[src/rtl/cdb_wb_arbiter.sv]
// rtl/cdb_wb_arbiter.sv - per-producer result FIFOs, round-robin pick into a registered ROB writeback stage
module cdb_wb_arbiter #(
  parameter int NREQ   = 2,
  parameter int ROB_W  = 4,
  parameter int DATA_W = 32,
  parameter int QDEPTH = 2
) (
  input  logic                           clk,
  input  logic                           rst,
  input  logic                           rdy,
  input  logic                           flush,
  input  logic [NREQ-1:0]                req_valid,
  output logic [NREQ-1:0]                req_ready,
  input  logic [NREQ*ROB_W-1:0]          req_tag,
  input  logic [NREQ*DATA_W-1:0]         req_value,
  input  logic [NREQ*DATA_W-1:0]         req_jumppc,
  input  logic [NREQ-1:0]                req_jvalid,
  output logic                           wb_valid,
  input  logic                           wb_ready,
  output logic [ROB_W-1:0]               wb_tag,
  output logic [DATA_W-1:0]              wb_value,
  output logic [DATA_W-1:0]              wb_jumppc,
  output logic                           wb_jvalid,
  output logic [$clog2(NREQ)-1:0]        wb_src
);

  localparam int SRC_W = $clog2(NREQ);
  localparam int PTR_W = $clog2(QDEPTH);
  localparam int CNT_W = PTR_W + 1;
  localparam int ENT_W = ROB_W + 2 * DATA_W + 1;

  logic [ENT_W-1:0] mem    [NREQ][QDEPTH];
  logic [PTR_W-1:0] wr_ptr [NREQ];
  logic [PTR_W-1:0] rd_ptr [NREQ];
  logic [CNT_W-1:0] count  [NREQ];

  logic [NREQ-1:0]  push;
  logic [NREQ-1:0]  pop;
  logic [SRC_W-1:0] rr_ptr;
  logic [SRC_W-1:0] grant_idx;
  logic [SRC_W-1:0] rr_next;
  logic             grant_found;
  logic             out_free;
  logic             arb_en;
  logic [SRC_W:0]   scan;

  logic [ENT_W-1:0]  head;
  logic [ROB_W-1:0]  head_tag;
  logic [DATA_W-1:0] head_value;
  logic [DATA_W-1:0] head_jumppc;
  logic              head_jvalid;

  assign out_free = ~wb_valid | wb_ready;
  assign arb_en   = rdy & out_free & ~flush;

  // Ready looks only at the registered count, so it never depends on req_valid.
  always_comb begin
    req_ready = '0;
    push      = '0;
    for (int i = 0; i < NREQ; i++) begin
      req_ready[i] = rdy & (count[i] != CNT_W'(QDEPTH));
      push[i]      = req_valid[i] & req_ready[i] & ~flush;
    end
  end

  // Walk the producers starting at rr_ptr, wrapping mod NREQ; first non-empty wins.
  always_comb begin
    grant_found = 1'b0;
    grant_idx   = '0;
    scan        = '0;
    pop         = '0;
    for (int k = 0; k < NREQ; k++) begin
      scan = {1'b0, rr_ptr} + (SRC_W + 1)'(k);
      if (scan >= (SRC_W + 1)'(NREQ)) begin
        scan = scan - (SRC_W + 1)'(NREQ);
      end
      if (!grant_found && count[scan[SRC_W-1:0]] != '0) begin
        grant_found = 1'b1;
        grant_idx   = scan[SRC_W-1:0];
      end
    end
    if (arb_en && grant_found) begin
      pop[grant_idx] = 1'b1;
    end
  end

  assign rr_next = (grant_idx == SRC_W'(NREQ - 1)) ? '0 : grant_idx + 1'b1;

  assign head = mem[grant_idx][rd_ptr[grant_idx]];
  assign {head_tag, head_value, head_jumppc, head_jvalid} = head;

  always_ff @(posedge clk) begin
    if (rst) begin
      for (int i = 0; i < NREQ; i++) begin
        wr_ptr[i] <= '0;
        rd_ptr[i] <= '0;
        count[i]  <= '0;
      end
    end else if (rdy) begin
      if (flush) begin
        for (int i = 0; i < NREQ; i++) begin
          wr_ptr[i] <= '0;
          rd_ptr[i] <= '0;
          count[i]  <= '0;
        end
      end else begin
        for (int i = 0; i < NREQ; i++) begin
          if (push[i]) begin
            mem[i][wr_ptr[i]] <= {req_tag[i*ROB_W +: ROB_W], req_value[i*DATA_W +: DATA_W],
                                  req_jumppc[i*DATA_W +: DATA_W], req_jvalid[i]};
            wr_ptr[i] <= wr_ptr[i] + 1'b1;
          end
          if (pop[i]) begin
            rd_ptr[i] <= rd_ptr[i] + 1'b1;
          end
          case ({push[i], pop[i]})
            2'b10:   count[i] <= count[i] + 1'b1;
            2'b01:   count[i] <= count[i] - 1'b1;
            default: count[i] <= count[i];
          endcase
        end
      end
    end
  end

  // Flush only drops wb_valid; rr_ptr survives so fairness carries across epochs.
  always_ff @(posedge clk) begin
    if (rst) begin
      rr_ptr    <= '0;
      wb_valid  <= 1'b0;
      wb_tag    <= '0;
      wb_value  <= '0;
      wb_jumppc <= '0;
      wb_jvalid <= 1'b0;
      wb_src    <= '0;
    end else if (rdy) begin
      if (flush) begin
        wb_valid <= 1'b0;
      end else if (out_free) begin
        if (grant_found) begin
          wb_valid  <= 1'b1;
          wb_tag    <= head_tag;
          wb_value  <= head_value;
          wb_jumppc <= head_jumppc;
          wb_jvalid <= head_jvalid;
          wb_src    <= grant_idx;
          rr_ptr    <= rr_next;
        end else if (wb_ready) begin
          wb_valid <= 1'b0;
        end
      end
    end
  end

endmodule
[config.mk]
export PLATFORM = sky130hd
export DESIGN_NAME = cdb_wb_arbiter
export DESIGN_NICKNAME = d
export VERILOG_FILES = /design/src/rtl/cdb_wb_arbiter.sv
export SDC_FILE = /design/constraint.sdc
export NUM_CORES = 1
export LEC_CHECK = 0
export ABC_CLOCK_PERIOD_IN_PS = 10900
export BUFFER_PORTS_ARGS = -buffer_cell sky130_fd_sc_hd__buf_2
export CORE_ASPECT_RATIO = 1.1
export CORE_MARGIN = 3
export CORE_UTILIZATION = 56
export DETAILED_ROUTE_END_ITERATION = 6
export GPL_TIMING_DRIVEN = 0
export HOLD_SLACK_MARGIN = 0.12
export PLACE_DENSITY = 0.77
export SLEW_MARGIN = 10
export SYNTH_ARGS = -nofsm -noshare
export SYNTH_HDL_FRONTEND = slang
export SYNTH_SLANG_ARGS = --single-unit
[constraint.sdc]
create_clock -name clk -period 10.9 [get_ports clk]
set_input_delay 0.545 -clock clk [delete_from_list [all_inputs] [get_ports clk]]
set_output_delay 0.545 -clock clk [all_outputs]
set_load 0.02 [all_outputs]
Yosys cells after proc, flatten, opt, wreduce, memory -nomap -nowiden
Memories as Yosys holds them, arrays and structs flattened.
Index checks and enable logic that the tools add are counted.
{"block": "word_totals", "reg_bits": 72, "memories": 4, "out_inout_bits": 73, "elab_cells": 177, "inputBits": 145, "mem_bits_rw": 284}
{"block": "op_classes", "bitwise": 30, "n_mux": 95, "n_lt_le_gt_ge": 9, "n_addsub": 12, "reduce_logical": 14, "eq_ne": 6}
{"name": "mem", "words": 2, "word_bits": 138, "read_ports": 1, "rd_clocked_by_memory_dff": 0, "wr": 2, "line_no": "32", "rtl": "logic [ENT_W-1:0] mem [NREQ][QDEPTH];"}
{"name": "count", "words": 2, "word_bits": 2, "read_ports": 4, "rd_clocked_by_memory_dff": 0, "wr": 2, "line_no": "35", "rtl": "logic [CNT_W-1:0] count [NREQ];"}
{"name": "rd_ptr", "words": 2, "word_bits": 1, "read_ports": 3, "rd_clocked_by_memory_dff": 0, "wr": 2, "line_no": "34", "rtl": "logic [PTR_W-1:0] rd_ptr [NREQ];"}
{"name": "wr_ptr", "words": 2, "word_bits": 1, "read_ports": 2, "rd_clocked_by_memory_dff": 0, "wr": 2, "line_no": "33", "rtl": "logic [PTR_W-1:0] wr_ptr [NREQ];"}
{"op": "$mux W69", "n": 5}
{"op": "$mux W138", "n": 2}
{"op": "$demux W69 S1", "n": 2}
{"op": "$mux W1", "n": 76}
{"op": "$mux W2", "n": 9}
{"op": "$or A1 B1 Y1", "n": 17}
{"op": "$and A1 B1 Y1", "n": 8}
{"op": "$ge A2 B2 Y1 const B", "n": 4}
{"op": "$not A1 Y2", "n": 3}
{"op": "$reduce_bool A2 Y1", "n": 3}
{"op": "$add A1 B1 Y1 const B", "n": 5}
{"op": "$logic_and A1 B1 Y1", "n": 5}
{"op": "$add A2 B1 Y2 const B", "n": 2}
{"op": "$eq A2 B1 Y1 const B", "n": 2}
{"op": "$eq A2 B2 Y1 const B", "n": 2}
{"op": "$lt A2 B1 Y1 const B", "n": 2}
{"op": "$ne A2 B2 Y1 const B", "n": 2}
{"op": "$reduce_and A4 Y1", "n": 1}
{"op": "$reduce_or A2 Y1", "n": 2}
{"op": "$sub A2 B1 Y2 const B", "n": 2}
{"op": "$reduce_and A3 Y1", "n": 1}
{"op": "$reduce_bool A3 Y1", "n": 1}
{"op": "$add A1 B1 Y2 const B", "n": 1}
{"op": "$ge A1 B2 Y1 const B", "n": 1}
{"op": "other kinds (6)", "n": 8}

Longest topological paths before layout
An unclocked memory read counts as a cell.
{"block": "depth", "depth_word": 22, "mapped_depth": 12, "ltp_nobuf": 10}

Least setup slack after synthesis
No wires, ideal clock.
{"block": "synth_path", "path_kind": "input to register", "start": "input rst", "end": "memory mem[0][100] (netlist name), enable pin", "setup_ns": 0.666, "path_slack_ns": 2.881, "n_path_buf": 1, "cell_stages": 2, "t_arrival_ns": 7.353, "required_ns": 10.234, "cell_sequence": "clkbuf_1 -> nor4_1"}
{"element": "start: declaration", "line_no": "9", "rtl": "input logic rst,"}
{"element": "end: declaration", "line_no": "32"}

==> impl_metrics.csv <==
group,metric,value,unit
final_layout,final_layout_size_suffix_gt1_frac,0.2803,
run_status,status,"finished, final reports clean",
final_layout,syn2layout_area_growth,21.56,%
critical_path,critPathLaunch,"count[1][0]",
placed_design,routability_driven_placement_congestion_ratio,0.7720,
power_and_ir_drop,total_leakage_power,6.155,nW
sta,final-setup-viol-count,0,
yosys,yosys_warnings,0,
sta,final.min_clock_period,3.648,ns
clocking,clk_pin_slew,0.06,ns
yosys,netlist_instances,831,
placed_design,number_of_port_buffers,217,
detailed_routing,drtPass1Iterations,5,
final_layout,layoutNonFillerInstCount,1435,
yosys,post_synth_main_area_contributors,"sky130_fd_sc_hd__edfxtp_1, sky130_fd_sc_hd__dfxtp_1, sky130_fd_sc_hd__mux2i_1, sky130_fd_sc_hd__a32o_1, sky130_fd_sc_hd__nand2_1",
critical_path,crit_chain,"nor2_2 > a21oi_1 > a32oi_2 > buf_2 > and2_1 > ha_1 > o41ai_1 > nor2_1 > mux2_2",
critical_path,cp.depth,9,
yosys,netlist_area,13300,um2
die,fp-row-count,58,
die,die_y,167.6,um
clocking,ctsHtreeMaxLevel,2,
critical_path,worstSetupStartpointType,"flip-flop",
clocking,ctsResizeCount,0,
yosys,synth-compound-area-share,0.06332,
yosys,async_flop_share,0,
sta,worst_slew_margin_rel,0.4383,
worst_hold_path,timing.hold.worst.class,"input port to flip-flop",
die,fp.dieW,152.9,um
yosys,synth_top_family_by_area,"multiplexers",
yosys,synth-main-ff-cell,"sky130_fd_sc_hd__edfxtp_1",
clocking,tritoncts,"built",
sta,tightestPinTransition,0.8425,ns
yosys,synth_simple_gate_area_share,0.05768,
clocking,cts_max_path_buffers,3,
power_and_ir_drop,power_switching,0.0006884,W
die,io_pins,218,
critical_path,crit_family,"compound AO/OA/AOI/OAI gates",
power_and_ir_drop,share_seq_of_total_power,0.504,
detailed_routing,drt.antenna.violating_nets,0,
critical_path,cpPeakStageDelay,0.76,ns
critical_path,timing.critical_path.to,"count[1][1]",
detailed_routing,route.detailed.vias_per_inst,5.594,
placed_design,dpl.cell_count,1365,
power_and_ir_drop,vdd_ir_drop_max,0.0001521,V
power_and_ir_drop,power_density_over_the_cells,187.2,nW/um2
critical_path,critPathRequiredTime,11.16,ns
grt,gr-usage-all-layers,0.2231,
clocking,cts_inserted_buffers,36,
power_and_ir_drop,switching_fraction,0.2275,
yosys,yosysMostFrequentCell,"sky130_fd_sc_hd__edfxtp_1",
detailed_routing,drc_errors,0,
yosys,ys_types,31,
critical_path,timing_worst_setup_path_type,"flip-flop to flip-flop",
critical_path,ff2ff_path_depth,9,
clocking,insertion_delay,0.51,ns
yosys,syn_nets,981,
critical_path,cp-end-kind,"flip-flop",
grt,globalRoute.totalOverflow,0,
clocking,cts_post_setup_buffers_inserted,0,
die,floorplan.core_area,23080,um2
detailed_routing,routed-via-count,8027,
sta,hold_ws,0.2205,ns
yosys,yosys_register_bits,357,
critical_path,worst_r2r_startpoint,"count[1][0]",
sta,finalMaxSlewViolations,0,
sta,rsz0062_at_grt,"no",
sta,min_period_over_period,0.3347,
critical_path,timing.rr.end,"count[1][1]",
detailed_routing,drtIter0Drc,432,
clocking,clock-root-buffer,"sky130_fd_sc_hd__clkbuf_16",
critical_path,critical_path_top_delay_cell,"sky130_fd_sc_hd__o41ai_1",
critical_path,crit_buf_inv,1,
yosys,synth.cells.most_frequent,"sky130_fd_sc_hd__edfxtp_1, sky130_fd_sc_hd__nand2_1, sky130_fd_sc_hd__mux2i_1",
flow_run,maxCapViolCount,0,
grt,maximum_number_of_pins_on_one_net_before_global_route_repair,41,
detailed_routing,wirelength,29120,um
grt,grt_pass1_vias,8303,
power_and_ir_drop,combinational_fraction_of_design_power,0.095,
placed_design,dpl.hpwl,19400,um
power_and_ir_drop,internal-power,0.002337,W
yosys,yosysSeqAreaShare,0.7512,
sta,fin_tns_setup,0,ns
grt,wire_length_of_the_first_global_routing_pass,44680,um
yosys,synthesized_area_fraction_occupied_by_adder_cells,0.004705,
final_layout,fin_util,0.7004,
yosys,synth_top_cell_area_share,0.6413,
clocking,cts_hold_buf,0,
critical_path,timing.critical_path.arrival,3.91,ns
grt,antenna_found_initial,9,
power_and_ir_drop,report.power.total,0.003026,W
critical_path,critical_path.max_fanout,10,
yosys,yosys.area_share.xor_xnor,0.0006586,
yosys,yosys-mux-area-fraction,0.1047,
sta,report.final.hold_viol_count,0,
final_layout,nets,1253,
yosys,synth.avg_cell_area,16.00,um2
sta,timing.fmax,0.2741,GHz
yosys,yosysTopAreaCell,"sky130_fd_sc_hd__edfxtp_1",
die,initial_utilization,0.5762,
critical_path,ff2ff_setup_slack,7.25,ns
die,overall_die_area,25630,um2
power_and_ir_drop,clk_network_pwr_share,0.401,
detailed_routing,detailed_route_wire_length_per_cell,20.29,um
clocking,cts.sink_count,357,
sta,fin_skew,0.01791,ns
yosys,synth_edf_count,284,
[layer usage]
layer,up-vias,share of wire,GRT usage
li1,3730,-,-
met1,3934,0.40,0.2903
met2,295,0.50,0.3782
met3,56,0.078,0.05247
met4,12,0.020,0.06625
met5,-,0.0024,0
[how the worst min path moves through the flow]
| stage | start | to | slack [ns] | depth (start not counted) |
|---|---|---|---|---|
| finish | req_tag[4] | mem[1][134] | 0.22 | 1 |
| global route | req_jumppc[30] | mem[0][100] | 0.20 | 1 |
| CTS | req_jvalid[1] | mem[1][0] | 0.20 | 1 |
| detailed placement | wb_jumppc[1] | wb_jumppc[1] | 0.45 | 1 |
| global placement | wb_jumppc[14] | wb_jumppc[14] | 0.44 | 1 |
| floorplan | rr_ptr | flip-flop | 0.53 | 2 |
[cells by family (layout without fill, tap and decap cells)]
group / count (synthesis) / in the layout
flip-flops: 357 / 357
multiplexers: 139 / 139
XOR/XNOR: 1 / 1
buffers and inverters: 53 / 353
AND/OR/NAND/NOR: 187 / 187
AO/OA/AOI/OAI: 89 / 89
adder cells (fa/ha/maj): 5 / 5
other: 0 / 4
[per-stage QoR]
stage                     setup slack [ns]  cell area, um2
after floorplan                      2.881           13300
after global placement              -2.012           14760
after detailed placement             7.335           14970
after CTS                            7.308           16150
after global routing                 7.133           16160
final                                7.252           16160
[state kept, by name (all words and copies together) (netlist names), named ones only]
signal and cells:
count 4, mem 276, rd_ptr 2, rr_ptr 1, wb_jumppc 32, wb_jvalid 1
wb_src 1, wb_tag 4, wb_valid 1, wb_value 32, wr_ptr 2
[power by group through the flow]
| stage | clock network [W] | registers, W | logic [W] |
|---|---|---|---|
| after floorplan | 0 | 0.00158 | 0.000149 |
| after global placement | 0 | 0.00156 | 0.000278 |
| after detailed placement | 0 | 0.00155 | 0.000289 |
| after CTS | 0.00123 | 0.00153 | 0.000291 |
| after global routing | 0.00130 | 0.00153 | 0.000315 |
| final | 0.00121 | 0.00153 | 0.000288 |
[worst register-to-register path: stages, from the launching register on]
cell	delay [ns]
sky130_fd_sc_hd__edfxtp_1	0.44
sky130_fd_sc_hd__nor2_2	0.20
sky130_fd_sc_hd__a21oi_1	0.14
sky130_fd_sc_hd__a32oi_2	0.59
sky130_fd_sc_hd__buf_2	0.36
sky130_fd_sc_hd__and2_1	0.25
sky130_fd_sc_hd__ha_1	0.27
sky130_fd_sc_hd__o41ai_1	0.76
sky130_fd_sc_hd__nor2_1	0.10
sky130_fd_sc_hd__mux2_2	0.29
[cell type report]
class | count | area (um2)
tap | 300 | 375.4
buffer | 47 | 212.7
antenna | 4 | 10.01
clock buffer | 47 | 1003
clock inverter | 19 | 180.2
multi-input combinational | 421 | 3097
sequential | 357 | 9990
fill | 1558 | 6913
inverter | 6 | 22.52
timing repair buffer | 234 | 1274
[cells in the final DEF, fill, tap and decap left out, drive strengths merged, types with 9 or more instances in the layout]
cell    count
mux2i     138
buf       253
clkbuf     75
clkinv     11
nor2       16
inv         9
nand2     146
dfxtp      73
edfxtp    284
a32o       70
Note: power is estimated with default switching activity, not from simulation.
